$ cat src/rtl/y86_fetch_queue_pkg.sv
// y86_fetch_queue_pkg: shared constants for the Y86 fetch queue.
//   DEF_DATA_WID  default address/constant width
//   I_HALT..I_POPQ icode values, REG_NONE absent-register code
//   state_t       fetch FSM states
//   instr_len     instruction length in bytes from icode (invalid -> 1)
package y86_fetch_queue_pkg;
    localparam int DEF_DATA_WID = 32;
    localparam logic [3:0] I_HALT   = 4'h0;
    localparam logic [3:0] I_NOP    = 4'h1;
    localparam logic [3:0] I_RRMOVQ = 4'h2;
    localparam logic [3:0] I_IRMOVQ = 4'h3;
    localparam logic [3:0] I_RMMOVQ = 4'h4;
    localparam logic [3:0] I_MRMOVQ = 4'h5;
    localparam logic [3:0] I_OPQ    = 4'h6;
    localparam logic [3:0] I_JXX    = 4'h7;
    localparam logic [3:0] I_CALL   = 4'h8;
    localparam logic [3:0] I_RET    = 4'h9;
    localparam logic [3:0] I_PUSHQ  = 4'hA;
    localparam logic [3:0] I_POPQ   = 4'hB;
    localparam logic [3:0] REG_NONE = 4'hF;

    typedef enum logic [2:0] {S_IDLE, S_OPC, S_REG, S_VALC, S_PUSH, S_HALT} state_t;

    function automatic logic is_valid(input logic [3:0] ic);
        return ic <= I_POPQ;
    endfunction

    // jXX/call carry valC directly after the opcode byte (no register byte)
    function automatic logic valc_first(input logic [3:0] ic);
        return ic == I_JXX || ic == I_CALL;
    endfunction

    function automatic logic [3:0] instr_len(input logic [3:0] ic, input int vb);
        case (ic)
            I_HALT, I_NOP, I_RET:              return 4'd1;
            I_RRMOVQ, I_OPQ, I_PUSHQ, I_POPQ:  return 4'd2;
            I_JXX, I_CALL:                     return 4'(1 + vb);
            I_IRMOVQ, I_RMMOVQ, I_MRMOVQ:      return 4'(2 + vb);
            default:                           return 4'd1;
        endcase
    endfunction
endpackage

$ cat src/rtl/y86_fetch_fifo.sv
// y86_fetch_fifo: DEPTH x WID synchronous FIFO with flush.
//   flush        empties the FIFO (wins over push/pop)
//   push/wdata   write; accepted when not full, or when full with a pop
//   pop/rdata    rdata shows the head; pop ignored when empty
//   full/empty   occupancy flags
module y86_fetch_fifo #(
    parameter int DEPTH = 4,
    parameter int WID   = 8
) (
    input  logic           clk,
    input  logic           rst_n,
    input  logic           flush,
    input  logic           push,
    input  logic           pop,
    input  logic [WID-1:0] wdata,
    output logic [WID-1:0] rdata,
    output logic           full,
    output logic           empty
);
    localparam int AW = $clog2(DEPTH);

    logic [WID-1:0] mem [DEPTH];
    logic [AW:0]    wp, rp;
    logic           do_push, do_pop;

    // extra pointer bit tells full from empty when the indices match
    assign empty   = wp == rp;
    assign full    = (wp[AW] != rp[AW]) && (wp[AW-1:0] == rp[AW-1:0]);
    assign do_pop  = pop && !empty;
    assign do_push = push && (!full || do_pop);
    assign rdata   = mem[rp[AW-1:0]];

    always_ff @(posedge clk or negedge rst_n) begin
        if (!rst_n) begin
            wp <= '0;
            rp <= '0;
        end else if (flush) begin
            wp <= '0;
            rp <= '0;
        end else begin
            if (do_push) wp <= wp + 1'b1;
            if (do_pop)  rp <= rp + 1'b1;
        end
    end

    always_ff @(posedge clk) begin
        if (do_push && !flush) mem[wp[AW-1:0]] <= wdata;
    end
endmodule

$ cat src/rtl/y86_fetch_queue.sv
// y86_fetch_queue: byte-serial Y86 fetch unit feeding a decoded-instruction queue.
//   mem_req/mem_addr/mem_gnt   one-byte read request, held until granted
//   mem_rvalid/mem_rdata       in-order read data, one outstanding read max
//   redirect/redirect_pc       flush queue and restart fetch at redirect_pc
//   out_valid/out_ready        head handshake; out_* fields are 0 when empty
//   halted                     fetch stopped after a halt or invalid opcode
module y86_fetch_queue
    import y86_fetch_queue_pkg::*;
#(
    parameter int                  DATA_WID = DEF_DATA_WID,
    parameter int                  QDEPTH   = 4,
    parameter logic [DATA_WID-1:0] RESET_PC = '0
) (
    input  logic                clk,
    input  logic                rst_n,
    output logic                mem_req,
    output logic [DATA_WID-1:0] mem_addr,
    input  logic                mem_gnt,
    input  logic                mem_rvalid,
    input  logic [7:0]          mem_rdata,
    input  logic                redirect,
    input  logic [DATA_WID-1:0] redirect_pc,
    output logic                out_valid,
    input  logic                out_ready,
    output logic [3:0]          out_icode,
    output logic [3:0]          out_ifun,
    output logic [3:0]          out_rA,
    output logic [3:0]          out_rB,
    output logic [DATA_WID-1:0] out_valC,
    output logic [DATA_WID-1:0] out_valP,
    output logic [DATA_WID-1:0] out_pc,
    output logic                out_err,
    output logic                halted
);
    localparam int VALC_BYTES = DATA_WID / 8;
    localparam int EW         = 17 + 3 * DATA_WID;
    localparam int VW         = $clog2(DATA_WID);

    state_t              state, state_nxt;
    logic [DATA_WID-1:0] pc, valc, valp;
    logic [3:0]          icode, ifun, ra, rb, len, len_b0, k, idx;
    logic [VW-1:0]       vbase;
    logic                outs, stale, byte_ok, push, pop, full, empty, stop;
    logic [EW-1:0]       head;

    // a byte returning for a read issued before a redirect is stale
    assign byte_ok   = mem_rvalid && !stale;
    assign mem_req   = (state == S_OPC || state == S_REG || state == S_VALC) && !outs;
    assign mem_addr  = pc + DATA_WID'(k);
    assign valp      = pc + DATA_WID'(len);
    assign len_b0    = instr_len(mem_rdata[7:4], VALC_BYTES);
    assign stop      = icode == I_HALT || !is_valid(icode);
    assign out_valid = !empty;
    assign pop       = out_valid && out_ready && !redirect;
    assign push      = state == S_PUSH && (!full || pop) && !redirect;
    assign halted    = state == S_HALT;
    assign idx       = k - (valc_first(icode) ? 4'd1 : 4'd2);
    assign vbase     = VW'({idx, 3'b000});

    y86_fetch_fifo #(.DEPTH(QDEPTH), .WID(EW)) u_fifo (
        .clk   (clk),
        .rst_n (rst_n),
        .flush (redirect),
        .push  (push),
        .pop   (pop),
        .wdata ({!is_valid(icode), icode, ifun, ra, rb, valc, valp, pc}),
        .rdata (head),
        .full  (full),
        .empty (empty)
    );

    assign {out_err, out_icode, out_ifun, out_rA, out_rB, out_valC, out_valP, out_pc} =
        out_valid ? head : '0;

    always_ff @(posedge clk or negedge rst_n) begin
        if (!rst_n) state <= S_IDLE;
        else        state <= state_nxt;
    end

    always_comb begin
        state_nxt = state;
        case (state)
            S_IDLE: state_nxt = full ? S_IDLE : S_OPC;
            S_OPC:  if (byte_ok) state_nxt = len_b0 == 4'd1 ? S_PUSH :
                                             valc_first(mem_rdata[7:4]) ? S_VALC : S_REG;
            S_REG:  if (byte_ok) state_nxt = len == 4'd2 ? S_PUSH : S_VALC;
            S_VALC: if (byte_ok && k == len - 4'd1) state_nxt = S_PUSH;
            S_PUSH: if (push) state_nxt = stop ? S_HALT : S_IDLE;
            default: state_nxt = state;
        endcase
        if (redirect) state_nxt = S_IDLE;
    end

    always_ff @(posedge clk or negedge rst_n) begin
        if (!rst_n) begin
            pc    <= RESET_PC;
            k     <= '0;
            len   <= '0;
            icode <= '0;
            ifun  <= '0;
            ra    <= REG_NONE;
            rb    <= REG_NONE;
            valc  <= '0;
            outs  <= 1'b0;
            stale <= 1'b0;
        end else begin
            outs  <= (outs && !mem_rvalid) || (mem_req && mem_gnt);
            // on redirect, whatever read is still in flight becomes stale
            stale <= redirect ? (outs && !mem_rvalid) || (mem_req && mem_gnt)
                              : stale && !mem_rvalid;
            if (redirect) begin
                pc <= redirect_pc;
                k  <= '0;
            end else begin
                if (state == S_IDLE) k <= '0;
                if (push) pc <= valp;
                if (byte_ok) begin
                    k <= k + 4'd1;
                    case (state)
                        S_OPC: begin
                            {icode, ifun} <= mem_rdata;
                            ra            <= REG_NONE;
                            rb            <= REG_NONE;
                            valc          <= '0;
                            len           <= len_b0;
                        end
                        S_REG:   {ra, rb} <= mem_rdata;
                        S_VALC:  valc[vbase +: 8] <= mem_rdata;
                        default: ;
                    endcase
                end
            end
        end
    end
endmodule

$ cat config.mk
export PLATFORM = sky130hd
export DESIGN_NAME = y86_fetch_queue
export DESIGN_NICKNAME = d
export VERILOG_FILES = /design/src/rtl/y86_fetch_queue_pkg.sv /design/src/rtl/y86_fetch_fifo.sv /design/src/rtl/y86_fetch_queue.sv
export SDC_FILE = /design/constraint.sdc
export NUM_CORES = 1
export LEC_CHECK = 0
export BUFFER_PORTS_ARGS = -buffer_cell sky130_fd_sc_hd__buf_2
export CORE_MARGIN = 2
export CORE_UTILIZATION = 30
export DETAILED_ROUTE_END_ITERATION = 12
export HOLD_SLACK_MARGIN = 0.02
export SYNTH_ARGS = -nofsm -noshare
export SYNTH_HDL_FRONTEND = slang
export SYNTH_SLANG_ARGS = --single-unit
$ cat constraint.sdc
create_clock -name clk -period 4.3 [get_ports clk]
set_input_delay 0.86 -clock clk [delete_from_list [all_inputs] [get_ports clk]]
set_output_delay 0.86 -clock clk [all_outputs]
set_load 0.05 [all_outputs]
* Word level (Yosys, flattened, before mapping) *
Memories as Yosys holds them, arrays and structs flattened.
Cells that the tools add are included.

word-level totals
  register bits after elaboration = 99
  RAM bits = 452
  memory bits (read-only) = 48
  output and inout bits = 148
  word-level logic and storage cells = 117
  memories kept = 2

memories
  name              words  bits a word  read ports  clocked after Yosys merged registers in  write ports  line                       RTL
  u_fifo.mem        4      113          1           0                                        1            y86_fetch_fifo.sv:22       logic [WID-1:0] mem [DEPTH];
  (name not given)  16     3            1           0                                        0            y86_fetch_queue_pkg.sv:34  case (ic)

operators by class
  add/subtract/negate cells = 8
  $lt $le $gt $ge = 1
  eq/ne operators = 19
  shift-type cells = 2
  multiplexer cells = 29
  bitwise gates (word level) = 1
  reduce and logical (&&, ||, !) cells = 42

operator list
  cell                                                  number
  two-way mux 113 bit                                   1
  adder 32 x 4 -> 32 bit                                2
  two-way mux 32 bit                                    2
  case mux 32 bit (2 select lines)                      1
  two-way mux 3 bit                                     12
  bitwise mux 32 bit                                    1
  variable shift 8 x 7 -> 32 bit, first input constant  1
  variable part select 8 x 7 -> 32 bit                  1
  case mux 4 bit (2 select lines)                       2
  case mux 3 bit (5 select lines)                       1
  logical AND 1 bit                                     14
  two-way mux 4 bit                                     3
  nonzero test 2 bit                                    5
  AND reduction 3 bit                                   3
  equality test 4 x 3 -> 1 bit, second input constant   2
  equality test 4 bit, second input constant            2
  logical OR 1 bit                                      8
  logical NOT 1 bit                                     7
  negator 5 -> 7 bit                                    1
  adder 3 x 1 -> 3 bit, second input constant           2
  equality test 3 x 2 -> 1 bit, second input constant   2
  equality test 3 bit, second input constant            2
  != test 3 x 2 -> 1 bit, second input constant         2
  != test 3 bit, second input constant                  2
  19 further kinds                                      23

* Longest topological paths before layout *
  depth in word-level cells = 11
  gate-level depth with buffers = 12
  gate-level depth less buffers = 11

* By module *
From an unflattened synthesis, not the netlist that was laid out.

unflattened totals
  cells, all modules = 1452
  area total of the unflattened synthesis = 23513.8 um^2

modules (own cells, without submodules)
  module           times used  cells each  area each (um^2)  seq. area each (um^2)
  y86_fetch_fifo   1           646         16842.4           13723.2
  y86_fetch_queue  1           806         6671.4            2312.2

* Worst setup path after synthesis *
OpenSTA, ideal clock, no wires.

  path kind = input to register
  from = input out_ready
  to = memory u_fifo.mem[0][0] in the netlist's numbering (enable)
  arrival = 4.216 ns
  data required time = 3.814 ns
  slack = -0.402 ns
  stages on the path = 5
  buffers on the path = 1
  path through = inv_1 and4_1 clkbuf_1 nor2_1 and3_1

on the way
  longest elaborated chain between the ends = 9

ends and longest elaborated chain
  what                                         line                   RTL
  start: declaration                           y86_fetch_queue.sv:24  input logic out_ready,
  logical AND 1 bit (*) (2 in a row)           y86_fetch_queue.sv:54  assign pop = out_valid && out_ready && !redirect;
  logical OR 1 bit                             y86_fetch_queue.sv:55  assign push = state == S_PUSH && (!full || pop) && !redirect;
  logical AND 1 bit (2 in a row)               y86_fetch_queue.sv:55
  logical AND 1 bit (*)                        y86_fetch_fifo.sv:30   assign do_push = push && (!full || do_pop);
  logical AND 1 bit (*)                        y86_fetch_fifo.sv:47   if (do_push && !flush) mem[wp[AW-1:0]] <= wdata;
  two-way mux 1 bit (*)                        y86_fetch_fifo.sv:47
  two-way mux 1 bit (not written as such) (*)  y86_fetch_fifo.sv:47
  end: declaration                             y86_fetch_fifo.sv:22

Every way passes the cells marked *; elsewhere a longest branch is shown, timed or not.

* Final worst setup path *
  from = register pc[12]
  to = output mem_addr[29]

on the way
  longest elaborated chain between the ends = 1

ends and longest elaborated chain
  what                      line                    RTL
  start: declaration        y86_fetch_queue.sv:40   logic [DATA_WID-1:0] pc, valc, valp;
  start signal: assignment  y86_fetch_queue.sv:112  pc <= redirect_pc;
  start signal: assignment  y86_fetch_queue.sv:116  if (push) pc <= valp;
  adder 32 x 4 -> 32 bit    y86_fetch_queue.sv:49   assign mem_addr = pc + DATA_WID'(k);
  end: declaration          y86_fetch_queue.sv:17   output logic [DATA_WID-1:0] mem_addr,

Every way passes these cells.

==> summary.md <==
| Metric | Value |
|---|---|
| CTS tree | done |
| Family with the most delay on the worst path | simple AND/OR/NAND/NOR gates |
| Compound-Gate Fraction of Synth Area | 3.46% |
| Max_slew headroom | 34.9% |
| Clock tree buffer depth | 3 |
| Count of pins over their slew limit | 0 |
| CTS Buf Count | 52 |
| Ys async rst share | 17.8% |
| Die ar. | 79700 um^2 |
| Hold buffers post-CTS | 0 |
| Maximum vdd drop | 338 uV |
| Final #Nets | 1645 |
| Worst Hold Class | in -> async |
| Die width | 282 um |
| H-Tree Depth | 2 |
| Slowest Stage Delay on Critical Path | 0.66 ns |
| I/O pin count | 194 |
| Wire per inst | 22.4 um |
| Crit path kind | reg -> out |
| Gr usage total | 14.8% |
| RD Place Congestion | 0.815 |
| Max Clock Freq | 245 MHz |
| Synth unique cells | 66 |
| RSZ-0062 raised after global routing | false |
| DRT iter0 DRCs | 800 |
| FF-to-FF path depth | 10 |
| PortBufs | 193 |
| Main combinational cell family by area after synthesis | multiplexers |
| Grt ovf | 0 |
| Fin Setup TNS | 0 ns |
| Clk Latency, worst-skew pair | 0.62 ns |
| Setup violators final | 0 |
| Post-synthesis xor/xnor area fraction | 3.64% |
| Most frequent cells in the layout | edfxtp_1 (452), buf_2 (192), and2_1 (120), mux4_2 (113), dfrtp_1 (88) |
| Register area share after synthesis | 69.0% |
| Worst slack at placement | 0.741 ns |
| Synth top area share | 58.4% |
| Layout area overhead | 17.0% |
| Endpoints failing hold | 0 |
| Placed insts | 2562 |
| Multiplexer area fraction after synthesis | 11.7% |
| Initial Util | 30.1% |
| Antenna Nets Post-Route | 0 |
| Syn Area/Cell | 16.8 um^2 |
| WP data required | 3.44 ns |
| Power Dens Cells | 573 nW/um^2 |
| Critical path arrival | 3.22 ns |
| Largest area contributor in the netlist | edfxtp_1 |
| DR vias/cell | 4.90 |
| Skew final | 0.0427 ns |
| Row count | 102 |
| Tcrit/Tclk final | 95.0% |
| Synthesized area | 23200 um^2 |
| FF-to-FF End | valc[19] |
| Post-synth top flop | edfxtp_1 |
| Root buffer cell | clkbuf_16 |
| Hpwl dp | 38.2 mm |
| Final min period | 4.08 ns |
| Die Ht | 282 um |
| Layout Cells excl Fill | 2661 |
| Worst-Margin Slew | 0.969 ns |
| Post-Syn Nets | 1452 |
| R2r setup slk | 1.14 ns |
| Post-Synth Simple-Gate Area | 8.86% |
| Drt total wl | 59.7 mm |
| Cell Chain, Critical Path | nand4_4 -> or4_4 -> nor3_1 -> nand2_1 -> xnor2_1 -> buf_2 |
| Buffers and inverters on the worst path | 1 |
| R2R Path Start | icode[1] |
| Cells after synthesis | 1383 |
| Post-synth EDFFs | 452 |
| Core area | 77100 um^2 |
| Status | finished, final reports clean |
| Slowest-stage cell, CP | dfrtp_1 |
| Largest net degree at the start of global routing | 117 |
| First-pass GRT wire length | 87.4 mm |
| Clk slew on worst S/H paths | 0.07 ns |
| Initial antenna violation count | 6 |
| Vias in the first global route | 13.2k |
| DR DRC count | 0 |
| Crit Path Max Fanout | 11 |
| Largest cells by area after synthesis | edfxtp_1 (58%), mux4_2 (11%), dfrtp_1 (9.7%), and2_1 (3.2%), xnor2_1 (2.0%) |
| Most common cell after layout, fill and taps aside | edfxtp_1 |
| Element type at the critical path end | primary output |
| Routed vias | 13.0k |
| Worst Setup Start Kind | flip-flop |
| Synth warn | 0 |
| Worst setup margin | 0.216 ns |
| Synth Register Bits | 550 |
| Max-cap violations | 0 |
| CTS Sinks | 550 |
| Pleak | 9.55 nW |
| Drt pass-1 iters | 5 |
| Adder-Cell Fraction of Synth Area | 1.30% |
| Layout cells sized above 1 | 28.0% |
[worst reg2reg max path: stages, from the launching register on]
cell and delay [ns]:
dfrtp_1 0.47, nor3_1 0.27, nand2_1 0.08, nand2_1 0.12, ha_1 0.18, xnor2_1 0.14, xor2_1 0.35, inv_1 0.14
ha_1 0.24, nor4_2 0.84, a22o_1 0.25
[cell usage after synthesis (4+ instances only)]
cell      number
clkbuf_1      53
mux2i_1        6
inv_1         13
a21oi_1        8
nand3_1       20
and2_1       120
xnor2_1       53
edfxtp_1     452
nor2_1        40
buf_2         22
mux4_2       113
nand2b_1       4
dfrtp_1       90
ha_1          21
or4_1          5
and3_1        13
nor3_1        26
o22a_1         8
a31oi_1        7
dfstp_2        8
xor2_1        41
nor2b_1        6
o21ai_1        5
mux2_2        11
buf_4          7
nand2_1       73
a22o_1        34
nand4_1       20
o21ai_0       35
a21o_1         4
and4_1         6
nor4_1        12
[metrics by stage]
| step | power [mW] | utilization, % | hold slack [ns] | instance area (um^2) |
|---|---|---|---|---|
| 5_1_grt | 16.2 | 35.3 | 0.274 | 27200 |
| 3_5_place_dp | 11.3 | 33.1 | 0.498 | 25500 |
| 6_report | 15.6 | 35.3 | 0.262 | 27200 |
| 4_1_cts | 15.8 | 35.3 | 0.242 | 27200 |
| 2_1_floorplan | 9.90 | - | 0.471 | 23200 |
| 3_3_place_gp | 11.2 | 33.1 | 0.483 | 25500 |
[kinds of logic after synthesis]
group / Yosys count
adders and majority gates: 23
muxes: 130
DFF: 550
xor gates and xnor gates: 95
buffers and inverters: 102
and+or+nand+nor: 367
AOI/OAI and AO/OA: 116
[final cells by class]
class | count | area (um^2)
sequential | 550 | 16000
clock inverter | 24 | 229
tap | 1040 | 1300
fill | 7394 | 49900
inverter | 14 | 52.6
multi-input combinational | 731 | 6770
clock buffer | 74 | 1430
timing repair buffer | 227 | 1360
antenna | 1 | 2.50
[power by group]
group / internal [mW] / switching, mW / total (mW)
Sequential: 6.24 / 0.320 / 6.56
Combinational: 1.36 / 3.17 / 4.53
Clock: 2.52 / 1.97 / 4.49
[sequential cells by signal, indices dropped and copies added, names as in the netlist, 4 cells and up]
| register | count |
|---|---|
| icode | 4 |
| valc | 32 |
| pc | 32 |
| u_fifo.mem | 452 |
| k | 4 |
| ra | 4 |
| ifun | 4 |
| rb | 4 |
[per-layer routing]
metal,routed length (um),GRT usage [%],vias up,part of all wire [%]
met5,21,0,-,0.035
met4,1750,4.84,4,2.9
met3,2750,2.35,84,4.6
met2,28300,23.4,357,47
met1,26900,20.8,6871,45
li1,-,-,5721,-
[repair_timing]
item | CTS | global route
setup buffers | 0 | 0
setup endpoints to repair | 0 | 1
gates resized for setup | 0 | 1
[how the worst max path moves through the flow]
stage                      start      endpoint  slack (ns)  cells after the start
after floorplan            pc[1]   mem_addr[9]        0.85                      5
after global placement     pc[2]  mem_addr[31]        0.79                      8
after detailed placement  pc[12]  mem_addr[31]        0.74                      6
after CTS                 pc[12]  mem_addr[31]        0.09                      6
after global routing      pc[12]  mem_addr[31]        0.02                      6
final                     pc[12]  mem_addr[29]        0.22                      6
Power figures use the tool's default switching activity.
